<file path="config.mk">
export PLATFORM = sky130hd
export DESIGN_NAME = parallel_cnt_acc
export DESIGN_NICKNAME = d
export VERILOG_FILES = /design/src/rtl/parallel_cnt_pkg.sv /design/src/rtl/popcnt_tree.sv /design/src/rtl/parallel_cnt_acc.sv
export SDC_FILE = /design/constraint.sdc
export NUM_CORES = 1
export LEC_CHECK = 0
export BUFFER_PORTS_ARGS = -buffer_cell sky130_fd_sc_hd__clkbuf_2
export CORE_ASPECT_RATIO = 0.6
export CORE_MARGIN = 4
export CORE_UTILIZATION = 30
export DETAILED_ROUTE_END_ITERATION = 8
export PLACE_DENSITY = 0.48
export SYNTH_ARGS = -nofsm -noshare
export SYNTH_HDL_FRONTEND = slang
export SYNTH_SLANG_ARGS = --single-unit
</file>
<file path="constraint.sdc">
create_clock -name clk -period 3.93 [get_ports clk]
set_clock_uncertainty 0.1 [all_clocks]
set_input_delay 0.786 -clock clk [delete_from_list [all_inputs] [get_ports clk]]
set_output_delay 0.786 -clock clk [all_outputs]
set_load 0.005 [all_outputs]
</file>
<file path="src/rtl/parallel_cnt_pkg.sv">
// Shared constants and width helper for the parallel unary counter/accumulator.
package parallel_cnt_pkg;

    localparam int DEF_IWID = 16;
    localparam int DEF_AWID = 16;
    localparam int DEF_WIN  = 0;

    function automatic int owid(input int iwid);
        return $clog2(iwid + 1);
    endfunction

endpackage

</file>
<file path="src/rtl/popcnt_tree.sv">
// Combinational population count built as a recursive binary adder tree.
module popcnt_tree
    import parallel_cnt_pkg::*;
#(
    parameter  int W  = 8,
    localparam int CW = owid(W)
) (
    input  logic [W-1:0]  bits,
    output logic [CW-1:0] count
);

    if (W == 1) begin : g_leaf
        assign count = bits;
    end else begin : g_node
        localparam int LW  = W / 2;
        localparam int HW  = W - LW;
        localparam int LCW = owid(LW);
        localparam int HCW = owid(HW);

        logic [LCW-1:0] lo;
        logic [HCW-1:0] hi;

        popcnt_tree #(.W(LW)) u_lo (
            .bits  (bits[LW-1:0]),
            .count (lo)
        );

        popcnt_tree #(.W(HW)) u_hi (
            .bits  (bits[W-1:LW]),
            .count (hi)
        );

        assign count = CW'(lo) + CW'(hi);
    end

endmodule

</file>
<file path="src/rtl/parallel_cnt_acc.sv">
// Two-stage popcount pipeline feeding a windowed accumulator.
// Define PARALLEL_CNT_ACC_SAT_EN to clamp acc at its maximum instead of wrapping.
module parallel_cnt_acc
    import parallel_cnt_pkg::*;
#(
    parameter  int IWID = DEF_IWID,
    parameter  int AWID = DEF_AWID,
    parameter  int WIN  = DEF_WIN,
    localparam int OWID = owid(IWID)
) (
    input  logic            clk,
    input  logic            rst_n,
    input  logic            in_valid,
    input  logic [IWID-1:0] in,
    input  logic            clear,
    output logic            cnt_valid,
    output logic [OWID-1:0] cnt,
    output logic [AWID-1:0] acc,
    output logic            acc_done,
    output logic            acc_ovf
);

    localparam int LW  = IWID / 2;
    localparam int HW  = IWID - LW;
    localparam int LCW = owid(LW);
    localparam int HCW = owid(HW);
    localparam int SW  = AWID + 1;
    localparam int WCW = (WIN > 0) ? $clog2(WIN + 1) : 1;
    localparam logic [AWID-1:0] AMAX = '1;

    logic [LCW-1:0]  lo_pc;
    logic [LCW-1:0]  lo_q;
    logic [HCW-1:0]  hi_pc;
    logic [HCW-1:0]  hi_q;
    logic            s1_valid;
    logic [WCW-1:0]  wcnt;
    logic [AWID-1:0] base;
    logic [SW-1:0]   sum;
    logic [AWID-1:0] acc_nxt;
    logic            win_last;

    // The upper half gets the extra bit when IWID is odd.
    popcnt_tree #(.W(LW)) u_lo (
        .bits  (in[LW-1:0]),
        .count (lo_pc)
    );

    popcnt_tree #(.W(HW)) u_hi (
        .bits  (in[IWID-1:LW]),
        .count (hi_pc)
    );

    always_ff @(posedge clk) begin
        if (!rst_n) begin
            s1_valid <= 1'b0;
            lo_q     <= '0;
            hi_q     <= '0;
        end else if (clear) begin
            s1_valid <= 1'b0;
        end else begin
            s1_valid <= in_valid;
            if (in_valid) begin
                lo_q <= lo_pc;
                hi_q <= hi_pc;
            end
        end
    end

    always_ff @(posedge clk) begin
        if (!rst_n) begin
            cnt_valid <= 1'b0;
            cnt       <= '0;
        end else if (clear) begin
            cnt_valid <= 1'b0;
        end else begin
            cnt_valid <= s1_valid;
            if (s1_valid) begin
                cnt <= OWID'(lo_q) + OWID'(hi_q);
            end
        end
    end

    // A fresh window starts from zero rather than the previous total.
    always_comb begin
        base = acc;
        if ((WIN > 0) && (wcnt == '0)) begin
            base = '0;
        end
        sum      = {1'b0, base} + SW'(cnt);
        win_last = (WIN > 0) && (wcnt == WCW'(WIN - 1));
    end

`ifdef PARALLEL_CNT_ACC_SAT_EN
    assign acc_nxt = sum[AWID] ? AMAX : sum[AWID-1:0];
`else
    assign acc_nxt = sum[AWID-1:0];
`endif

    always_ff @(posedge clk) begin
        if (!rst_n) begin
            acc      <= '0;
            wcnt     <= '0;
            acc_done <= 1'b0;
            acc_ovf  <= 1'b0;
        end else if (clear) begin
            acc      <= '0;
            wcnt     <= '0;
            acc_done <= 1'b0;
            acc_ovf  <= 1'b0;
        end else begin
            acc_done <= 1'b0;
            if (cnt_valid) begin
                acc <= acc_nxt;
                if (sum[AWID]) begin
                    acc_ovf <= 1'b1;
                end
                if (win_last) begin
                    wcnt     <= '0;
                    acc_done <= 1'b1;
                end else if (WIN > 0) begin
                    wcnt <= wcnt + WCW'(1);
                end
            end
        end
    end

endmodule

</file>
==> metrics.txt, run 1 <==
status=finished clean; Tightest Hold Check Type=flop to flop; Starting Density=a little under a third; CP arrival=~3.4 ns; met2 GRT Util=between 10% and 20%; Worst path most repeated cell=fa_1; Placed Cells=between 300 and 400; die width=114.1 µm; worst r2r src=cnt[0]$_SDFFE_PN0P_; RSZ-0062 raised after global routing=no; Iteration-0 DRC Markers=85; Clock Path Buffers=2; Routed WL=roughly 4500 µm; Die Ht=between 70 and 80 µm; fin. max-slew vios=0; # IOs=44; PnR worst setup slack=around 0.62 ns; half-perimeter wire length after placement=roughly 3600 µm; post-CTS sizing=0; Leak=1.147 nW; register bit total from synthesis=32; Skew-Pair Late Insertion Delay=~0.27 ns; Least-Margin Pin Slew=0.8153 ns; f_max=~0.3 GHz; ranking of synthesized cells by area=dfxtp_1 32%, fa_1 9.9%, ha_1 9.3%; Die ar.=8169 µm²; CP Cell Sequence=clkbuf_2 -> inv_1 -> fa_1 -> fa_1 -> fa_1 -> inv_1 -> ha_1 -> inv_1 -> fa_1 -> xnor2_1 -> nand2_1 -> a21boi_0; Post-Syn Instances=roughly 230; layout cell share with drive strength beyond 1=a little over a fifth; CP Data Required Time=4.03 ns; cell with the largest stage delay on the worst path=fa_1; Clk pwr share=~45%; hold path startpoint=hi_q[2]$_SDFFE_PN0P_; WP buf/inv=4; Syn Area/Cell=between 8 and 9 µm²; syn nets=roughly 270; post-route minimum period=3.307 ns; Mapped Area=a little over 2000 µm²; Clock Sinks=32; max_cap viols=0; DR pass1 iterations=4; FF-to-FF setup slack=approximately 1.3 ns; area grow syn2layout=20.09%; # DRC=0; total global-route track usage=between 10% and 20%; Worst setup SP type=input port; met1 global-route usage=about a fifth; NetSw=0.2106 mW; fin cells=352; Worst setup EP type=flop; Tcrit/Tclk final=between 80% and 90%; Fin Setup TNS=0 ns; Unique masters post-synth=45; final total power=~0.86 mW; pre-CTS setup slack=around 0.31 ns; Crit Path Max Fanout=2; GRT busiest layer=met1; CTS tree=built; Final ANT Viol Nets=0; vias=~1600; pin count of the biggest net entering global routing=20; P_int=about 0.65 mW; met3 Use GR=about 3.5%; cell taking the most area after synthesis=dfxtp_1; final count of negative-setup-slack endpoints=0; first-pass GRT wire length=approximately 7500 µm; Power Dens Cells=between 300 and 400 nW/µm²; CTS HTree Levels=2; hold_buf cts=0; Nets=~310; post-DR wirelength/cell=about 13 µm; Crit. Startpoint=in[0]; initial antenna violation count=0; Logic pwr share=15.5%; CTS root buf=clkbuf_16; share of the synthesized area in the top cell type=a little under a third; number of synthesis warnings=0; IO Port Bufs=42; Reg clk slew, reported paths=0.05 ns; family with the most delay on the worst path=adder cells; Via density=approximately 4.6; Max VDD drop=around 0.16 mV; gr ovfl total=0; Slew Limit Headroom=a little under half; FP Rows=22; Flop pwr share=39.6%; Core Area=roughly 6300 µm²; vias in the first global route=roughly 1500; Setup Fix Bufs, Post-CTS=0; kind of critical path=input port to flop; post-synthesis sequential area ratio=roughly a third; Hold Fails Final Rpt=0; fillers=648; diode count=0; critical path's largest stage delay=about 0.56 ns; number of buffers created by CTS=5; GP Congestion=0.7486; switching fraction of total power=between 20% and 30%
## power groups by stage
stage,clock (mW),sequential (mW),combinational (mW)
after floorplan,0,0.345,0.103
after global placement,0,0.348,0.137
after detailed placement,0,0.347,0.135
after CTS,0.392,0.341,0.137
after global routing,0.404,0.342,0.158
final,0.385,0.341,0.134
## stage by stage
step	area (µm²)	hold WS [ns]	utilization (%)
floorplan	2024	0.3447	-
global placement	2285	0.3519	36.09
detailed placement	2285	0.3533	36.09
CTS	2431	0.3733	38.40
global route	2431	0.3995	38.40
finish	2431	0.3673	38.40
## cells in the mapped netlist (all sizes together)
library cell / number
a2111oi: 1
a211o: 2
a211oi: 1
a21boi: 4
a21o: 4
a21oi: 15
a32o: 1
and2: 5
and3: 5
and4: 2
buf: 5
clkbuf: 7
conb: 1
dfxtp: 32
fa: 10
ha: 15
inv: 31
mux2i: 4
nand2: 27
nand2b: 2
nand3: 5
nand3b: 1
nand4: 3
nor2: 3
nor2b: 7
nor3: 1
nor4: 1
o211a: 1
o211ai: 3
o21a: 3
o21ai: 6
o221ai: 1
o31a: 1
o31ai: 4
o32ai: 1
or3: 3
or4: 7
xnor2: 4
## placed cells by master, fill, tap and decap left out, types with 2 or more instances in the layout
cell       instances
o21ai_0            6
nand2b_1           2
and3_1             4
o21a_1             3
o211ai_1           3
nand3_1            4
ha_1              15
or4_1              7
dfxtp_1           32
mux2i_1            4
a21o_2             2
a21oi_1           15
inv_1             31
o31ai_1            4
xnor2_1            4
or3_1              3
clkbuf_16          5
and2_1             5
nand2_1           27
nor2b_1            7
fa_1              10
nor2_1             3
a21boi_0           4
clkbuf_2          42
a21o_1             2
nand4_1            3
clkbuf_1           2
## worst paths after layout
path                                              to  depth (start not counted)
worst min-delay path            hi_q[2]$_SDFFE_PN0P_                          2
worst max register to register  acc_ovf$_SDFFE_PP0P_                          6
worst max-delay path            lo_q[2]$_SDFFE_PN0P_                         12
worst min register to register  hi_q[2]$_SDFFE_PN0P_                          2
## area by class of cell
| class | count | area [µm²] | area share (%) |
|---|---|---|---|
| Tap cell | 84 | 105.1 | 4.323 |
| Timing Repair Buffer | 43 | 217.7 | 8.955 |
| Multi-Input combinational cell | 154 | 1205 | 49.56 |
| Sequential cell | 32 | 640.6 | 26.35 |
| Inverter | 31 | 116.4 | 4.786 |
| Clock buffer | 8 | 146.4 | 6.022 |
## logic make-up (layout without fill, tap and decap cells)
logic type	count (synthesis)	count (layout)	share of synthesized area, %
mux	4	4	1.978
buf+inv	43	82	8.838
compound gates	48	48	16.94
simple gates	72	72	19.53
other cells	1	1	0.1852
xor+xnor	4	4	1.730
flops	32	32	31.64
fa+ha+maj	25	25	19.16
## worst reg2reg max path: cells and delay by family (launching register included)
kind,cells,cell delay [ns]
flops,1,0.33
simple gates,1,0.22
compound gates,3,1.20
fa+ha+maj,2,0.71
## per-layer routing
layer  wire length (µm)  share of wire [%]  vias to the layer above
met5                  0                  0                        -
met4                 33               0.73                        0
met3                254                5.6                        4
met2               1597                 35                       31
met1               2646                 58                      726
li1                   -                  -                      860
## flip-flops by register name, summed over array words and instances (netlist names)
signal,flops
s1_valid,1
cnt,5
acc_ovf,1
lo_q,4
hi_q,4
acc,16
cnt_valid,1
Power figures use the tool's default switching activity.
==> run 2: changes to the inputs <==
--- a/config.mk
+++ b/config.mk
@@ -10,7 +10,7 @@
 export CORE_MARGIN = 4
 export CORE_UTILIZATION = 30
 export DETAILED_ROUTE_END_ITERATION = 8
-export PLACE_DENSITY = 0.48
+export PLACE_DENSITY = 0.5
 export SYNTH_ARGS = -nofsm -noshare
 export SYNTH_HDL_FRONTEND = slang
 export SYNTH_SLANG_ARGS = --single-unit
==> constraint.sdc (replaced) <==
create_clock -name clk -period 2.9 [get_ports clk]
set_clock_uncertainty 0.1 [all_clocks]
set_input_delay 0.58 -clock clk [delete_from_list [all_inputs] [get_ports clk]]
set_output_delay 0.58 -clock clk [all_outputs]
set_load 0.005 [all_outputs]
==> run 2 against run 1 <==
Die area is the same. Power grew 34%. Clock power grew 26%. The flow now finishes with violations (setup timing). Largest power group unchanged. Critical path type unchanged. Sequential share of layout area shrank 0.61 points. Non-clock buffer count grew 2. Combinational power grew 56%. Via count grew 2.8%. Global-route usage grew 0.59 points. Sequential cell count is the same. Final area grew 2.4%. Count of clock-buffer cells in the layout shrank 2.
==> metrics.txt, run 2 (synthesis gave the netlist of run 1 again) <==
CP Data Required Time=2.96 ns (was 4.03 ns); initial antenna violation count=0 (unchanged); Iteration-0 DRC Markers=85 (unchanged); CTS tree=built (unchanged); CTS HTree Levels=2 (unchanged); Crit Path Max Fanout=2 (unchanged); post-DR wirelength/cell=12.93 µm (was 12.87 µm); r2r endpoint=acc_ovf$_SDFFE_PP0P_ (unchanged); Tcrit/Tclk final=103.9%; Routed WL=4563 µm (was 4531 µm); max reg flops=16 (unchanged); CTS root buf=clkbuf_16 (unchanged); vias in the first global route=1592 (was 1467); layout cell share with drive strength beyond 1=26.02% (was 20.90%); Starting Density=31.98% (unchanged); Leak=1.158 nW (was 1.147 nW); area grow syn2layout=22.93% (was 20.09%); fillers=645 (was 648); # DRC=0 (unchanged); Least-Margin Pin Slew=0.7752 ns (was 0.8153 ns); R2R cell count=7 (was 6); FF-to-FF setup slack=0.74 ns (was 1.27 ns); total global-route track usage=12.15% (was 11.56%); vias=1667 (was 1621); WP buf/inv=4 (unchanged); Seq. cell area=640.6 µm² (unchanged); # IOs=44 (unchanged); WHS Endpoint=hi_q[2]$_SDFFE_PN0P_ (unchanged); post-route minimum period=3.013 ns; Die ar.=8169 µm² (unchanged); critical path's largest stage delay=0.54 ns (was 0.56 ns); final count of negative-setup-slack endpoints=4 (was 0); Tightest Hold Check Type=flop to flop (unchanged); Reg clk slew, reported paths=0.05 ns (about the same); Core Area=6331 µm² (unchanged); number of buffers created by CTS=5 (unchanged); most frequent cells in the layout=39 x clkbuf_2, 32 x dfxtp_1, 27 x nand2_1 (was 42 x clkbuf_2, 32 x dfxtp_1, 31 x inv_1); Die Ht=71.63 µm (unchanged); diode count=0 (unchanged); f_max=0.3319 GHz; fin. max-slew vios=0 (unchanged); Nets=314 (was 312); Via density=4.722 (was 4.605); CP Cell Sequence=buf_8 -> inv_8 -> fa_1 -> fa_1 -> fa_1 -> inv_1 -> ha_2 -> inv_2 -> fa_2 -> nand2_1 -> and3_1 (was clkbuf_2 -> inv_1 -> fa_1 -> fa_1 -> fa_1 -> inv_1 -> ha_1 -> inv_1 -> fa_1 -> xnor2_1 -> nand2_1 -> a21boi_0); Hold Fails Final Rpt=0 (unchanged); final total power=1.154 mW (was 0.8594 mW); Power Dens Cells=463.6 nW/µm² (was 353.5 nW/µm²); Max VDD drop=0.1821 mV (was 0.1633 mV); first-pass GRT wire length=7879 µm (was 7507 µm); failing checks=setup timing; Skew-Pair Late Insertion Delay=0.27 ns (about the same); hold_buf cts=0 (unchanged); most flop-heavy register=acc (unchanged); die width=114.1 µm (unchanged); gr ovfl total=0 (unchanged); hold path startpoint=hi_q[2]$_SDFFE_PN0P_ (unchanged); kind of critical path=input port to flop (unchanged); Placed Cells=345 (was 344); area of the multi-input gates=1230 µm² (was 1205 µm²); DR pass1 iterations=4 (unchanged); Hold Crit Depth=2 (unchanged); PnR worst setup slack=-0.1128 ns (was 0.6235 ns); cell with the largest stage delay on the worst path=fa_1 (unchanged); status=finished with violations (was finished clean); Worst setup EP type=flop (unchanged); CP arrival=3.08 ns (was 3.40 ns); family with the most delay on the worst path=adder cells (unchanged); Slew Limit Headroom=48.22% (was 45.65%); pin count of the biggest net entering global routing=20 (unchanged); pre-CTS setup slack=-0.4504 ns (was 0.3116 ns); Clock Path Buffers=2 (unchanged); Worst setup SP type=input port (unchanged); worst r2r src=cnt[0]$_SDFFE_PN0P_ (unchanged); Worst path most repeated cell=fa_1 (unchanged); half-perimeter wire length after placement=3614 µm (was 3552 µm); RSZ-0062 raised after global routing=yes (was no); IO Port Bufs=42 (unchanged); max_cap viols=0 (unchanged); commonest non-fill, non-tap cell in the layout=clkbuf_2 (unchanged); Clock Sinks=32 (unchanged); GP Congestion=0.7649 (was 0.7486); Largest regs=acc: 16 flops, cnt: 5 flops (unchanged); Final ANT Viol Nets=0 (unchanged); FP Rows=22 (unchanged); fin cells=353 (was 352)
-- run 2: cell count changes in the layout (fill, tap and decap cells not counted), moves of 2 or more --
cell      change
inv_1         -8
inv_2         +7
clkbuf_2      -3
a21boi_0      -2
a21boi_1      +2
buf_4         +2
buf_6         +2
ha_1          -2
-- run 2: worst max-delay path by stage --
stage	from	to	slack [ns]	cells after the start
5_1_grt	in[3]	lo_q[2]$_SDFFE_PN0P_	-0.23	12
3_3_place_gp	in[8]	hi_q[2]$_SDFFE_PN0P_	-0.43	12
6_report	in[8]	hi_q[1]$_SDFFE_PN0P_	-0.11	11
4_1_cts	in[0]	lo_q[1]$_SDFFE_PN0P_	-0.14	11
3_5_place_dp	in[8]	hi_q[2]$_SDFFE_PN0P_	-0.45	12
2_1_floorplan	in[0]	lo_q[1]$_SDFFE_PN0P_	-0.23	10
-- run 2: metrics by stage --
stage	TNS, ns	hold WS (ns)	cell area (µm²)	utilization (%)
2_1_floorplan	-0.8771	0.3351	2034	-
5_1_grt	-0.7611	0.3953	2489	39.31
4_1_cts	-0.4975	0.3588	2447	38.66
3_3_place_gp	-1.971	0.3500	2302	36.36
3_5_place_dp	-2.147	0.3596	2302	36.36
6_report	-0.3122	0.3545	2489	39.31
-- run 2: cell type report --
| type | instances | share of cell area (%) |
|---|---|---|
| clock buffer | 6 | 5.178 |
| tap | 84 | 4.223 |
| multi-input combinational | 154 | 49.42 |
| timing repair buffer | 45 | 10.26 |
| clock inverter | 1 | 0.2011 |
| sequential | 32 | 25.74 |
| inverter | 31 | 4.977 |
-- run 2: power breakdown --
group | total [mW] | switching [mW] | internal, mW
registers | 0.461 | 0.00821 | 0.453
clock network | 0.484 | 0.173 | 0.311
logic | 0.209 | 0.106 | 0.103
total | 1.15 | 0.287 | 0.867
-- run 2: worst register-to-register path: stages (launching register included) --
cell	delay, ns
dfxtp_1	0.33
ha_1	0.24
fa_1	0.45
a211o_2	0.34
a21oi_1	0.13
buf_4	0.19
nor3_1	0.10
o21a_1	0.17
-- run 2: metal layers --
| layer | global-route usage [%] | part of all wire, % |
|---|---|---|
| met1 | 19.48 | 58 |
| met3 | 2.869 | 3.7 |
| met2 | 15.30 | 37 |
| met5 | 0 | 0 |
| met4 | 3.953 | 0.37 |
-- run 2: what timing repair did --
action                     in CTS  in global routing
setup endpoints to repair       4                  4
resized for setup               5                 10
pin swaps                       2                  5
buffers inserted                0                  1
